===== src/rtl/sop_pkg.sv =====
// Shared literal encoding, FSM states and the per-variable literal test
// used by the sum-of-products stream evaluator.
package sop_pkg;

  localparam logic [1:0] LIT_DC   = 2'b00;
  localparam logic [1:0] LIT_NEG  = 2'b01;
  localparam logic [1:0] LIT_POS  = 2'b10;
  localparam logic [1:0] LIT_NONE = 2'b11;

  typedef enum logic [1:0] {
    IDLE  = 2'd0,
    ACCUM = 2'd1,
    HOLD  = 2'd2
  } state_t;

  // A literal pair is satisfied when it does not exclude the variable's value.
  function automatic logic sop_lit_ok(input logic [1:0] lit, input logic v);
    logic ok;
    case (lit)
      LIT_DC:   ok = 1'b1;
      LIT_NEG:  ok = ~v;
      LIT_POS:  ok = v;
      LIT_NONE: ok = 1'b0;
      default:  ok = 1'b0;
    endcase
    return ok;
  endfunction

endpackage


===== src/rtl/sop_stream_eval_if.sv =====
// Handshake bundle for sop_stream_eval: input vector load, product-term
// stream and result drain, plus status.
interface sop_stream_eval_if #(
  parameter int WIDTH        = 8,
  parameter int MAX_PRODUCTS = 8
);
  localparam int CW = $clog2(MAX_PRODUCTS + 1);

  logic                   a_valid;
  logic                   a_ready;
  logic [WIDTH-1:0]       a_data;
  logic                   chain;
  logic                   t_valid;
  logic                   t_ready;
  logic [2*(WIDTH+1)-1:0] t_data;
  logic                   t_last;
  logic                   y_valid;
  logic                   y_ready;
  logic                   y;
  logic [CW-1:0]          term_cnt;
  logic                   overflow;

  modport master (
    output a_valid, a_data, chain, t_valid, t_data, t_last, y_ready,
    input  a_ready, t_ready, y_valid, y, term_cnt, overflow
  );

  modport slave (
    input  a_valid, a_data, chain, t_valid, t_data, t_last, y_ready,
    output a_ready, t_ready, y_valid, y, term_cnt, overflow
  );

endinterface


===== src/rtl/sop_term_match.sv =====
// Combinational product-term test: a term hits when every variable's
// 2-bit literal accepts that variable's value.
module sop_term_match
  import sop_pkg::*;
#(
  parameter int NVARS = 9
) (
  input  logic [2*NVARS-1:0] term,
  input  logic [NVARS-1:0]   vars,
  output logic               hit
);

  logic [NVARS-1:0] lit_ok;

  generate
    for (genvar gi = 0; gi < NVARS; gi++) begin : g_lit
      assign lit_ok[gi] = sop_lit_ok(term[2*gi +: 2], vars[gi]);
    end
  endgenerate

  assign hit = &lit_ok;

endmodule


===== src/rtl/sop_stream_eval.sv =====
// Sequential SOP evaluator: latch A, OR one product term per cycle, hold Y
// until drained. The top variable is the previous Y when chaining split SOPs.
module sop_stream_eval
  import sop_pkg::*;
#(
  parameter int WIDTH        = 8,
  parameter int MAX_PRODUCTS = 8
) (
  input logic            clk,
  input logic            rst,
  sop_stream_eval_if.slave bus
);

  localparam int CW = $clog2(MAX_PRODUCTS + 1);
  localparam logic [CW-1:0] MAX_CNT = CW'(MAX_PRODUCTS);

  state_t           state_reg, state_next;
  logic [WIDTH-1:0] a_reg, a_next;
  logic             partial_reg, partial_next;
  logic             acc_reg, acc_next;
  logic             y_reg, y_next;
  logic [CW-1:0]    cnt_reg, cnt_next;
  logic             ovf_reg, ovf_next;
  logic             term_hit;

  sop_term_match #(
    .NVARS(WIDTH + 1)
  ) u_match (
    .term(bus.t_data),
    .vars({partial_reg, a_reg}),
    .hit (term_hit)
  );

  always_ff @(posedge clk) begin
    if (rst) begin
      state_reg   <= IDLE;
      a_reg       <= '0;
      partial_reg <= 1'b0;
      acc_reg     <= 1'b0;
      y_reg       <= 1'b0;
      cnt_reg     <= '0;
      ovf_reg     <= 1'b0;
    end else begin
      state_reg   <= state_next;
      a_reg       <= a_next;
      partial_reg <= partial_next;
      acc_reg     <= acc_next;
      y_reg       <= y_next;
      cnt_reg     <= cnt_next;
      ovf_reg     <= ovf_next;
    end
  end

  always_comb begin
    state_next   = state_reg;
    a_next       = a_reg;
    partial_next = partial_reg;
    acc_next     = acc_reg;
    y_next       = y_reg;
    cnt_next     = cnt_reg;
    ovf_next     = ovf_reg;
    case (state_reg)
      IDLE: begin
        if (bus.a_valid) begin
          a_next       = bus.a_data;
          partial_next = bus.chain & y_reg;
          acc_next     = 1'b0;
          cnt_next     = '0;
          state_next   = ACCUM;
        end
      end
      ACCUM: begin
        if (bus.t_valid) begin
          acc_next = acc_reg | term_hit;
          // Counter saturates; the extra term still contributes to Y.
          if (cnt_reg == MAX_CNT) begin
            ovf_next = 1'b1;
          end else begin
            cnt_next = cnt_reg + CW'(1);
          end
          if (bus.t_last) begin
            y_next     = acc_reg | term_hit;
            state_next = HOLD;
          end
        end
      end
      HOLD: begin
        if (bus.y_ready) begin
          state_next = IDLE;
        end
      end
      default: state_next = IDLE;
    endcase
  end

  // Handshake outputs decode registered state only.
  assign bus.a_ready  = (state_reg == IDLE);
  assign bus.t_ready  = (state_reg == ACCUM);
  assign bus.y_valid  = (state_reg == HOLD);
  assign bus.y        = y_reg;
  assign bus.term_cnt = cnt_reg;
  assign bus.overflow = ovf_reg;

endmodule


===== src/flat_wrapper.sv =====
// flat-port wrapper written by rule: the top's interface ports become plain ports
module sop_stream_eval_flat import sop_pkg::*;
#(
  parameter int WIDTH        = 8,
  parameter int MAX_PRODUCTS = 8
)
  (clk, rst, bus_a_valid, bus_a_data, bus_chain, bus_t_valid, bus_t_data, bus_t_last, bus_y_ready, bus_a_ready, bus_t_ready, bus_y_valid, bus_y, bus_term_cnt, bus_overflow);
  sop_stream_eval_if #(.WIDTH(WIDTH), .MAX_PRODUCTS(MAX_PRODUCTS)) bus_i ();
  input logic clk;
  input logic rst;
  input wire logic [$bits(bus_i.a_valid)-1:0] bus_a_valid;
  input wire logic [$bits(bus_i.a_data)-1:0] bus_a_data;
  input wire logic [$bits(bus_i.chain)-1:0] bus_chain;
  input wire logic [$bits(bus_i.t_valid)-1:0] bus_t_valid;
  input wire logic [$bits(bus_i.t_data)-1:0] bus_t_data;
  input wire logic [$bits(bus_i.t_last)-1:0] bus_t_last;
  input wire logic [$bits(bus_i.y_ready)-1:0] bus_y_ready;
  output wire logic [$bits(bus_i.a_ready)-1:0] bus_a_ready;
  output wire logic [$bits(bus_i.t_ready)-1:0] bus_t_ready;
  output wire logic [$bits(bus_i.y_valid)-1:0] bus_y_valid;
  output wire logic [$bits(bus_i.y)-1:0] bus_y;
  output wire logic [$bits(bus_i.term_cnt)-1:0] bus_term_cnt;
  output wire logic [$bits(bus_i.overflow)-1:0] bus_overflow;
  assign bus_i.a_valid = bus_a_valid;
  assign bus_i.a_data = bus_a_data;
  assign bus_i.chain = bus_chain;
  assign bus_i.t_valid = bus_t_valid;
  assign bus_i.t_data = bus_t_data;
  assign bus_i.t_last = bus_t_last;
  assign bus_i.y_ready = bus_y_ready;
  assign bus_a_ready = bus_i.a_ready;
  assign bus_t_ready = bus_i.t_ready;
  assign bus_y_valid = bus_i.y_valid;
  assign bus_y = bus_i.y;
  assign bus_term_cnt = bus_i.term_cnt;
  assign bus_overflow = bus_i.overflow;
  sop_stream_eval #(.WIDTH(WIDTH), .MAX_PRODUCTS(MAX_PRODUCTS)) u_core (.clk(clk), .rst(rst), .bus(bus_i));
endmodule

===== config.mk =====
export PLATFORM = sky130hd
export DESIGN_NAME = sop_stream_eval_flat
export DESIGN_NICKNAME = d
export VERILOG_FILES = /design/src/rtl/sop_pkg.sv /design/src/rtl/sop_stream_eval_if.sv /design/src/rtl/sop_term_match.sv /design/src/rtl/sop_stream_eval.sv /design/src/flat_wrapper.sv
export SDC_FILE = /design/constraint.sdc
export NUM_CORES = 1
export LEC_CHECK = 0
export BUFFER_PORTS_ARGS = -buffer_cell sky130_fd_sc_hd__clkbuf_2
export CORE_MARGIN = 2
export CORE_UTILIZATION = 44
export CTS_CLUSTER_DIAMETER = 150
export DETAILED_ROUTE_END_ITERATION = 16
export PLACE_DENSITY = 0.77
export SYNTH_ARGS = -nofsm -noshare
export SYNTH_HDL_FRONTEND = slang
export SYNTH_HIERARCHICAL = 1
export SYNTH_SLANG_ARGS = --single-unit

===== constraint.sdc =====
create_clock -name clk -period 1.6 [get_ports clk]
set_input_delay 0.08 -clock clk [delete_from_list [all_inputs] [get_ports clk]]
set_output_delay 0.08 -clock clk [all_outputs]
set_load 0.01 [all_outputs]

==> results of run 1 <==
==> logic make-up after synthesis <==
kind of cell | synth area share (%)
buffers and inverters | 2.74
muxes | 11.5
DFF | 41.5
adders and majority gates | 2.88
AOI/OAI and AO/OA | 15.3
and+or+nand+nor | 26.1
==> worst min-delay path by stage <==
stage               cells past startpoint          start         endpoint
floorplan                               2  bus_a_data[0]  u_core/a_reg[0]
detailed placement                      3  bus_a_data[1]  u_core/a_reg[1]
CTS                                     3  bus_a_data[2]  u_core/a_reg[2]
finish                                  3  bus_a_data[2]  u_core/a_reg[2]
global placement                        3  bus_a_data[0]  u_core/a_reg[0]
global route                            3  bus_a_data[0]  u_core/a_reg[0]
==> cells in the final DEF, fill, tap and decap left out, drive strengths merged <==
cell and n:
ha 2, nand2b 2, nand2 22, nor2b 1
a21oi 14, clkbuf 44, and3b 1, nor2 4
o21bai 1, a31oi 1, and2 3, dfxtp 18
nand4b 1, nor3 5, nand3 6, or2 1
mux2i 10, a211oi 1, a32oi 1, inv 3
dlygate4sd3 4, o31ai 1, o21ai 4, nor4 1
==> area by class of cell <==
class / instances / area [um^2] / share of cell area, %
flip-flops and latches: 18 / 365 / 31.2
multi-input cells: 82 / 492 / 42.0
repair buffers: 45 / 245 / 21.0
clock buffers: 3 / 22.5 / 1.93
inverters: 3 / 11.3 / 0.963
well taps: 27 / 33.8 / 2.89
==> through the flow <==
stage / hold slack [ns] / area (um^2) / util [%] / power, uW
finish: 0.00105 / 1170 / 61.5 / 866
detailed placement: 0.312 / 1090 / 57.6 / 646
global placement: 0.305 / 1090 / 57.6 / 639
CTS: 0.00192 / 1160 / 60.9 / 870
floorplan: 0.216 / 868 / - / 578
global route: 0.00960 / 1170 / 61.5 / 917
==> where the power goes <==
| part | switching, uW | internal, uW | total [uW] |
|---|---|---|---|
| Clock | 132 | 87.4 | 219 |
| Combinational | 83.1 | 78.0 | 161 |
| Sequential | 19.6 | 466 | 486 |
| Total | 235 | 632 | 866 |
==> worst reg2reg max path, cell delays in order (launching register included) <==
cell      delay [ns]
dfxtp_4         0.38
inv_1           0.06
ha_1            0.20
and3b_1         0.24
a211oi_4        0.28
nand4b_1        0.15
a21oi_1         0.14
==> routing by layer <==
layer	wire length [um]	vias to the layer above	GRT usage (%)
li1	-	464	-
met1	916	429	21.7
met2	1140	32	38.4
met3	104	2	3.70
met4	12	0	7.14
met5	0	-	0
==> repair_timing <==
action / CTS / global route
setup endpoints to repair: 0 / 4
gates resized for setup: 0 / 4
hold buffers: 4 / 0
endpoints found under the hold margin: 4 / 0
setup buffers: 0 / 0
==> flow_summary.json, run 1 <==
{
  "coreArea_um2": 1900,
  "yosysTopAreaCellShare_pct": 41.5,
  "overflow": 0,
  "outcome": "finished, final reports clean",
  "period_needed_ns": 1.52,
  "grt_use_total_pct": 20.0,
  "cts_made_buffers": 3,
  "critPathTopFamily": "compound AO/OA/AOI/OAI gates",
  "yosysWarnings": 6,
  "synthCells": 106,
  "worstPathArrival_ns": 1.73,
  "setup_tns_ns": 0,
  "drive_gt1_share_pct": 32.5,
  "viasPerCell": 5.21,
  "r2r-start": "u_core/bus.term_cnt[0]",
  "max-vdd-ir-drop_v": 0.000444,
  "grt_max_degree": 20,
  "synthTopCellsByCount": "nand2_1, dfxtp_1, a21oi_1, mux2i_1, nand3_1",
  "die_h_um": 48.4,
  "reg2reg_to": "u_core/bus.term_cnt[2]",
  "synth_edf_count": 0,
  "crit_path_start": "u_core/bus.term_cnt[0]",
  "place_congestion": 0.759,
  "maxSlewHeadroom_pct": 74.8,
  "crit_path_end": "u_core/bus.term_cnt[2]",
  "rsz0062_at_grt": "false",
  "critPathMaxFanout": 5,
  "path_buf_inv": 1,
  "grt_pass1_wl_um": 3680,
  "clk_path_buf_depth": 2,
  "antenna_found_initial": 0,
  "synth_largest_area_cell": "dfxtp_1",
  "end_kind": "register",
  "clock_sinks": 18,
  "hold_viol_final": 0,
  "syn_area_um2": 868,
  "synthFlopType": "dfxtp_1",
  "fp.dieW_um": 48.4,
  "root_buffer": "clkbuf_4",
  "drt_iter0_drc": 16,
  "start_util_pct": 45.7,
  "pre_cts_ws_ns": 0.0629,
  "fin_worst_skew_ns": 0.00349,
  "r2r_cells": 6,
  "n_fill_cell": 164,
  "rows": 16,
  "dp_cells": 171,
  "antenna_cells": 0,
  "p_leak_uw": 0.000511,
  "fin_crit_sh_pct": 94.8,
  "grt_pass1_vias": 857,
  "drc": 0,
  "largest_reg_flops": 8,
  "path_class": "register to register",
  "yosysSeqAreaShare_pct": 41.5,
  "fin_ws_ns": 0.0837,
  "ys_ff_latch": 18,
  "ios": 42,
  "worstPathRequired_ns": 1.82,
  "ff2ff_setup_slack_ns": 0.08,
  "first_pass_iters": 4,
  "io_buffer_count": 41,
  "cap_violations": 0,
  "slowest_stage": "dfxtp_4",
  "powerDensity_nw_per_um2": 741,
  "worst_slew_pin_slew_ns": 0.377,
  "dp_hpwl_um": 1620,
  "die_area_um2": 2340,
  "htree_levels": 1,
  "setup_viol": 0,
  "synth_cell_types": 26,
  "synth.most_common_cell": "nand2_1",
  "area_growth_syn_to_layout_pct": 34.7,
  "clkTransAtPathRegs_ns": 0.10,
  "avgSynthCellArea_um2": 8.19,
  "nets": 188,
  "vias": 927,
  "postRouteWirelength_um": 2170,
  "insertion_delay_ns": 0.29,
  "final_antenna_net_count": 0,
  "cp_cell_sequence": "inv_1 > ha_1 > and3b_1 > a211oi_4 > nand4b_1 > a21oi_1",
  "syn_nets": 141,
  "hold_class": "input port to register",
  "slew_violations": 0,
  "max_freq_ghz": 0.660,
  "wl_per_cell_um": 12.2,
  "async_flop_share_pct": 0,
  "tritoncts": "done",
  "start_kind": "register",
  "netlist_top_cells_area": "dfxtp_1, mux2i_1, nand2_1",
  "fin_cells": 178,
  "path_depth": 6,
  "crit_path_max_incr_delay_ns": 0.38
}
Note: power is estimated with default switching activity, not from simulation.
==> run 2, diff against run 1 <==
--- a/config.mk
+++ b/config.mk
@@ -7,10 +7,10 @@
 export LEC_CHECK = 0
 export BUFFER_PORTS_ARGS = -buffer_cell sky130_fd_sc_hd__clkbuf_2
 export CORE_MARGIN = 2
-export CORE_UTILIZATION = 44
+export CORE_UTILIZATION = 40
 export CTS_CLUSTER_DIAMETER = 150
 export DETAILED_ROUTE_END_ITERATION = 16
-export PLACE_DENSITY = 0.77
+export PLACE_DENSITY = 0.74
 export SYNTH_ARGS = -nofsm -noshare
 export SYNTH_HDL_FRONTEND = slang
 export SYNTH_HIERARCHICAL = 1
==> constraint.sdc (replaced) <==
create_clock -name clk -period 1.2 [get_ports clk]
set_input_delay 0.06 -clock clk [delete_from_list [all_inputs] [get_ports clk]]
set_output_delay 0.06 -clock clk [all_outputs]
set_load 0.01 [all_outputs]
==> flow_summary.json, run 2 (synthesis results as in run 1) <==
{
  "r2r_cells": 6,
  "final_common_cell": "clkbuf_2",
  "reg2reg_to": "u_core/bus.term_cnt[2]",
  "grt_pass1_wl_um": 3820,
  "cap_violations": 0,
  "ff2ff_setup_slack_ns": -0.15,
  "clock_sinks": 18,
  "worstPathArrival_ns": 1.58,
  "grt_max_degree": 13,
  "io_buffer_count": 41,
  "wl_per_cell_um": 11.8,
  "whs_path_depth": 3,
  "violations": "setup timing",
  "cts_made_buffers": 3,
  "max-vdd-ir-drop_v": 0.000906,
  "ios": 42,
  "postRouteWirelength_um": 2350,
  "place_congestion": 0.824,
  "antenna_found_initial": 0,
  "final_antenna_net_count": 0,
  "hold_class": "input port to register",
  "fin_crit_sh_pct": 112,
  "slew_violations": 0,
  "path_class": "register to register",
  "r2r-start": "u_core/bus.term_cnt[1]",
  "fin_area_um2": 1390,
  "clkTransAtPathRegs_ns": 0.10,
  "powerDensity_nw_per_um2": 894,
  "mostFrequentLayoutCells": "clkbuf_2, nand2_1, buf_4",
  "drt_iter0_drc": 16,
  "die_area_um2": 2560,
  "min_to": "u_core/a_reg[1]",
  "end_kind": "register",
  "fin_worst_skew_ns": 0.00848,
  "rsz0062_at_grt": "true",
  "start_kind": "register",
  "rows": 16,
  "drc": 0,
  "drive_gt1_share_pct": 45.0,
  "outcome": "finished with violations",
  "vias": 991,
  "critPathMaxFanout": 4,
  "maxSlewHeadroom_pct": 81.1,
  "hold_viol_final": 0,
  "largest_reg_flops": 8,
  "worst_slew_pin_slew_ns": 0.281,
  "fp.dieW_um": 50.6,
  "viasPerCell": 5.01,
  "dp_hpwl_um": 1740,
  "tritoncts": "done",
  "first_pass_iters": 4,
  "fin_ws_ns": -0.146,
  "die_h_um": 50.6,
  "grt_use_total_pct": 19.5,
  "holdCritStartpoint": "bus_a_data[1]",
  "period_needed_ns": 1.35,
  "overflow": 0,
  "p_leak_uw": 0.000618,
  "max_freq_ghz": 0.743,
  "worstPathRequired_ns": 1.43,
  "clk_path_buf_depth": 2,
  "setup_viol": 7,
  "htree_levels": 1,
  "crit_path_start": "u_core/bus.term_cnt[1]",
  "place_area_um2": 1200,
  "start_util_pct": 43.4,
  "root_buffer": "clkbuf_4",
  "area_growth_syn_to_layout_pct": 59.7,
  "setup_tns_ns": -0.641,
  "insertion_delay_ns": 0.29,
  "coreArea_um2": 2000,
  "fin_util_pct": 69.3,
  "grt_pass1_vias": 893,
  "antenna_cells": 0,
  "nets": 207
}
==> run 2: cell types whose count changed in the layout (fill, tap and decap cells not counted), sizes merged <==
| cell | before | now |
|---|---|---|
| clkinv | 0 | 1 |
| dlygate4sd3 | 4 | 8 |
| buf | 0 | 17 |
| clkbuf | 44 | 42 |
==> run 2: cell type report <==
class,instances,area [um^2]
clock buffer,3,22.5
sequential,18,378
fill,163,616
inverter,3,13.8
timing repair buffer,64,408
clock inverter,1,3.75
tap,27,33.8
multi-input combinational,82,527
==> run 2: how the worst max path moves through the flow <==
| stage | endpoint | cells past startpoint | slack (ns) |
|---|---|---|---|
| 2_1_floorplan | u_core/bus.term_cnt[2] | 6 | -0.09 |
| 3_3_place_gp | u_core/bus.term_cnt[2] | 6 | -0.1 |
| 3_5_place_dp | u_core/bus.term_cnt[2] | 6 | -0.18 |
| 4_1_cts | u_core/bus.term_cnt[2] | 6 | -0.22 |
| 5_1_grt | u_core/bus.term_cnt[2] | 6 | -0.22 |
| 6_report | u_core/bus.term_cnt[2] | 6 | -0.15 |
==> run 2: critical path, cell delays in order, from the launching register on <==
cell	delay, ns
dfxtp_4	0.36
inv_2	0.03
ha_2	0.16
and3b_1	0.21
a211oi_4	0.27
nand4b_1	0.13
a21oi_1	0.13
==> run 2: through the flow <==
step                      power, uW  worst slack [ns]  hold WS, ns  cells
final                          1240            -0.146       0.0269    198
after global routing           1310            -0.224       0.0197    198
after CTS                      1230            -0.216     0.000427    198
after detailed placement        896            -0.178        0.290    184
after global placement          888           -0.0999        0.284    184
after floorplan                 768           -0.0913        0.196    106
==> run 2: layer usage <==
| layer | wire (um) | vias to the layer above | track usage [%] |
|---|---|---|---|
| li1 | - | 502 | - |
| met1 | 984 | 458 | 23.8 |
| met2 | 1210 | 29 | 33.8 |
| met3 | 122 | 2 | 4.17 |
| met4 | 27 | 0 | 6.76 |
| met5 | 0 | - | 0 |
==> run 2: where the power goes <==
group          internal, uW  switching, uW  leakage [uW]
combinational           164            132      0.000452
sequential              619           25.6      0.000150
clock                   121            179     0.0000154
==> run 2: what timing repair did <==
action,in CTS,in global routing
setup buffers,2,0
setup endpoints to repair,14,17
gates resized for setup,5,15
hold buffers,8,0
pin swaps,6,2
endpoints found under the hold margin,8,0
==> run 3, diff against run 2 <==
--- a/config.mk
+++ b/config.mk
@@ -11,6 +11,7 @@
 export CTS_CLUSTER_DIAMETER = 150
 export DETAILED_ROUTE_END_ITERATION = 16
 export PLACE_DENSITY = 0.74
+export SKIP_CTS_REPAIR_TIMING = 1
 export SYNTH_ARGS = -nofsm -noshare
 export SYNTH_HDL_FRONTEND = slang
 export SYNTH_HIERARCHICAL = 1
==> flow_summary.json, run 3 (synthesis results as in run 1) <==
{
  "outcome": "finished with violations",
  "violations": "hold timing, setup timing",
  "grt_use_total_pct": 18.0,
  "max_freq_ghz": 0.731,
  "insertion_delay_ns": 0.29,
  "p_int_uw": 904,
  "period_needed_ns": 1.37,
  "tritoncts": "done",
  "rows": 16,
  "fin_ws_ns": -0.168,
  "holdWs_ns": -0.00759,
  "p_leak_uw": 0.000607,
  "met1_usage_pct": 21.4,
  "worst_slew_pin_slew_ns": 0.252,
  "pwr-share-comb_pct": 24.0,
  "antenna_found_initial": 0,
  "fin_area_um2": 1360,
  "wl_per_cell_um": 12.1,
  "setup_viol": 8,
  "grtUsageMet2_pct": 31.4,
  "maxSlewHeadroom_pct": 82.8,
  "area_growth_syn_to_layout_pct": 56.8,
  "top_usage_layer": "met2",
  "drive_gt1_share_pct": 47.0,
  "io_buffer_count": 41,
  "clock_sinks": 18,
  "slew_violations": 0,
  "die_area_um2": 2560,
  "antenna_cells": 0,
  "ios": 42,
  "dp_hpwl_um": 1740,
  "grt_pass1_wl_um": 3550,
  "fin_crit_sh_pct": 114,
  "path_class": "register to register",
  "hold_viol_final": 2,
  "htree_levels": 1,
  "clk_path_buf_depth": 2,
  "mostFrequentLayoutCells": "clkbuf_2, nand2_1, buf_4",
  "hold_class": "input port to register",
  "p_seq_share_pct": 51.9,
  "postRouteWirelength_um": 2370,
  "end_kind": "register",
  "cap_violations": 0,
  "max-vdd-ir-drop_v": 0.000917,
  "place_area_um2": 1200,
  "clkTransAtPathRegs_ns": 0.11,
  "start_util_pct": 43.4,
  "start_kind": "register",
  "final_antenna_net_count": 0,
  "drc": 0,
  "worstPathArrival_ns": 1.60,
  "viasPerCell": 5.03,
  "worstPathRequired_ns": 1.43,
  "powerDensity_nw_per_um2": 912,
  "critPathMaxFanout": 4,
  "setup_tns_ns": -0.662,
  "fin_util_pct": 68.0,
  "final_common_cell": "clkbuf_2",
  "first_pass_iters": 4,
  "netSwitchingFraction_pct": 27.2,
  "p_clk_share_pct": 24.1,
  "coreArea_um2": 2000,
  "drt_iter0_drc": 15,
  "root_buffer": "clkbuf_4",
  "use_met3_pct": 4.17,
  "overflow": 0,
  "largest_reg_flops": 8,
  "fin_worst_skew_ns": 0.0128,
  "cts_made_buffers": 3,
  "rsz0062_at_grt": "true",
  "p_sw_uw": 338,
  "fp.dieW_um": 50.6,
  "grt_pass1_vias": 836,
  "vias": 981,
  "grt_max_degree": 13,
  "nets": 204,
  "place_congestion": 0.824,
  "die_h_um": 50.6
}
[run 3: power groups by stage]
stage / registers [uW] / logic, uW / clock network (uW)
detailed placement: 654 / 242 / 0
CTS: 640 / 243 / 312
global route: 648 / 330 / 338
global placement: 652 / 236 / 0
finish: 644 / 298 / 300
floorplan: 655 / 114 / 0
[run 3: metal layers]
layer  share of wire, %  vias up  routed length, um
li1                   -      497                  -
met1                 43      452               1010
met2                 50       30               1190
met3                5.6        2                133
met4                1.1        0                 27
met5                  0        -                  0
[run 3: per-stage QoR]
stage | total power, uW | hold slack [ns] | setup WS, ns | cells
global placement | 888 | 0.284 | -0.0999 | 184
global route | 1320 | 0.000553 | -0.249 | 195
floorplan | 768 | 0.196 | -0.0913 | 106
detailed placement | 896 | 0.290 | -0.178 | 184
finish | 1240 | -0.00759 | -0.168 | 195
CTS | 1200 | -0.0333 | -0.217 | 188
[run 3: layout make-up]
type | count | area [um^2]
multi-input cells | 82 | 533
fillers | 168 | 641
clock buffers | 3 | 22.5
repair buffers | 61 | 379
flip-flops and latches | 18 | 375
well taps | 27 | 33.8
inverters | 3 | 13.8
clock inverters | 1 | 3.75
[run 3: worst max-delay path, stage by stage (launching register included)]
cell and delay (ns):
dfxtp_4 0.36, inv_2 0.04, ha_4 0.14, and3b_2 0.23, a211oi_4 0.26, nand4b_1 0.13
a21oi_1 0.15
[run 3: final timing paths]
kind                               start                     end  slack, ns  cells after the start
hold reg to reg          u_core/a_reg[2]         u_core/a_reg[2]       0.47                      2
setup reg to reg  u_core/bus.term_cnt[1]  u_core/bus.term_cnt[2]      -0.17                      6
setup / recovery  u_core/bus.term_cnt[1]  u_core/bus.term_cnt[2]      -0.17                      6
hold / removal             bus_a_data[6]         u_core/a_reg[6]     -0.008                      3
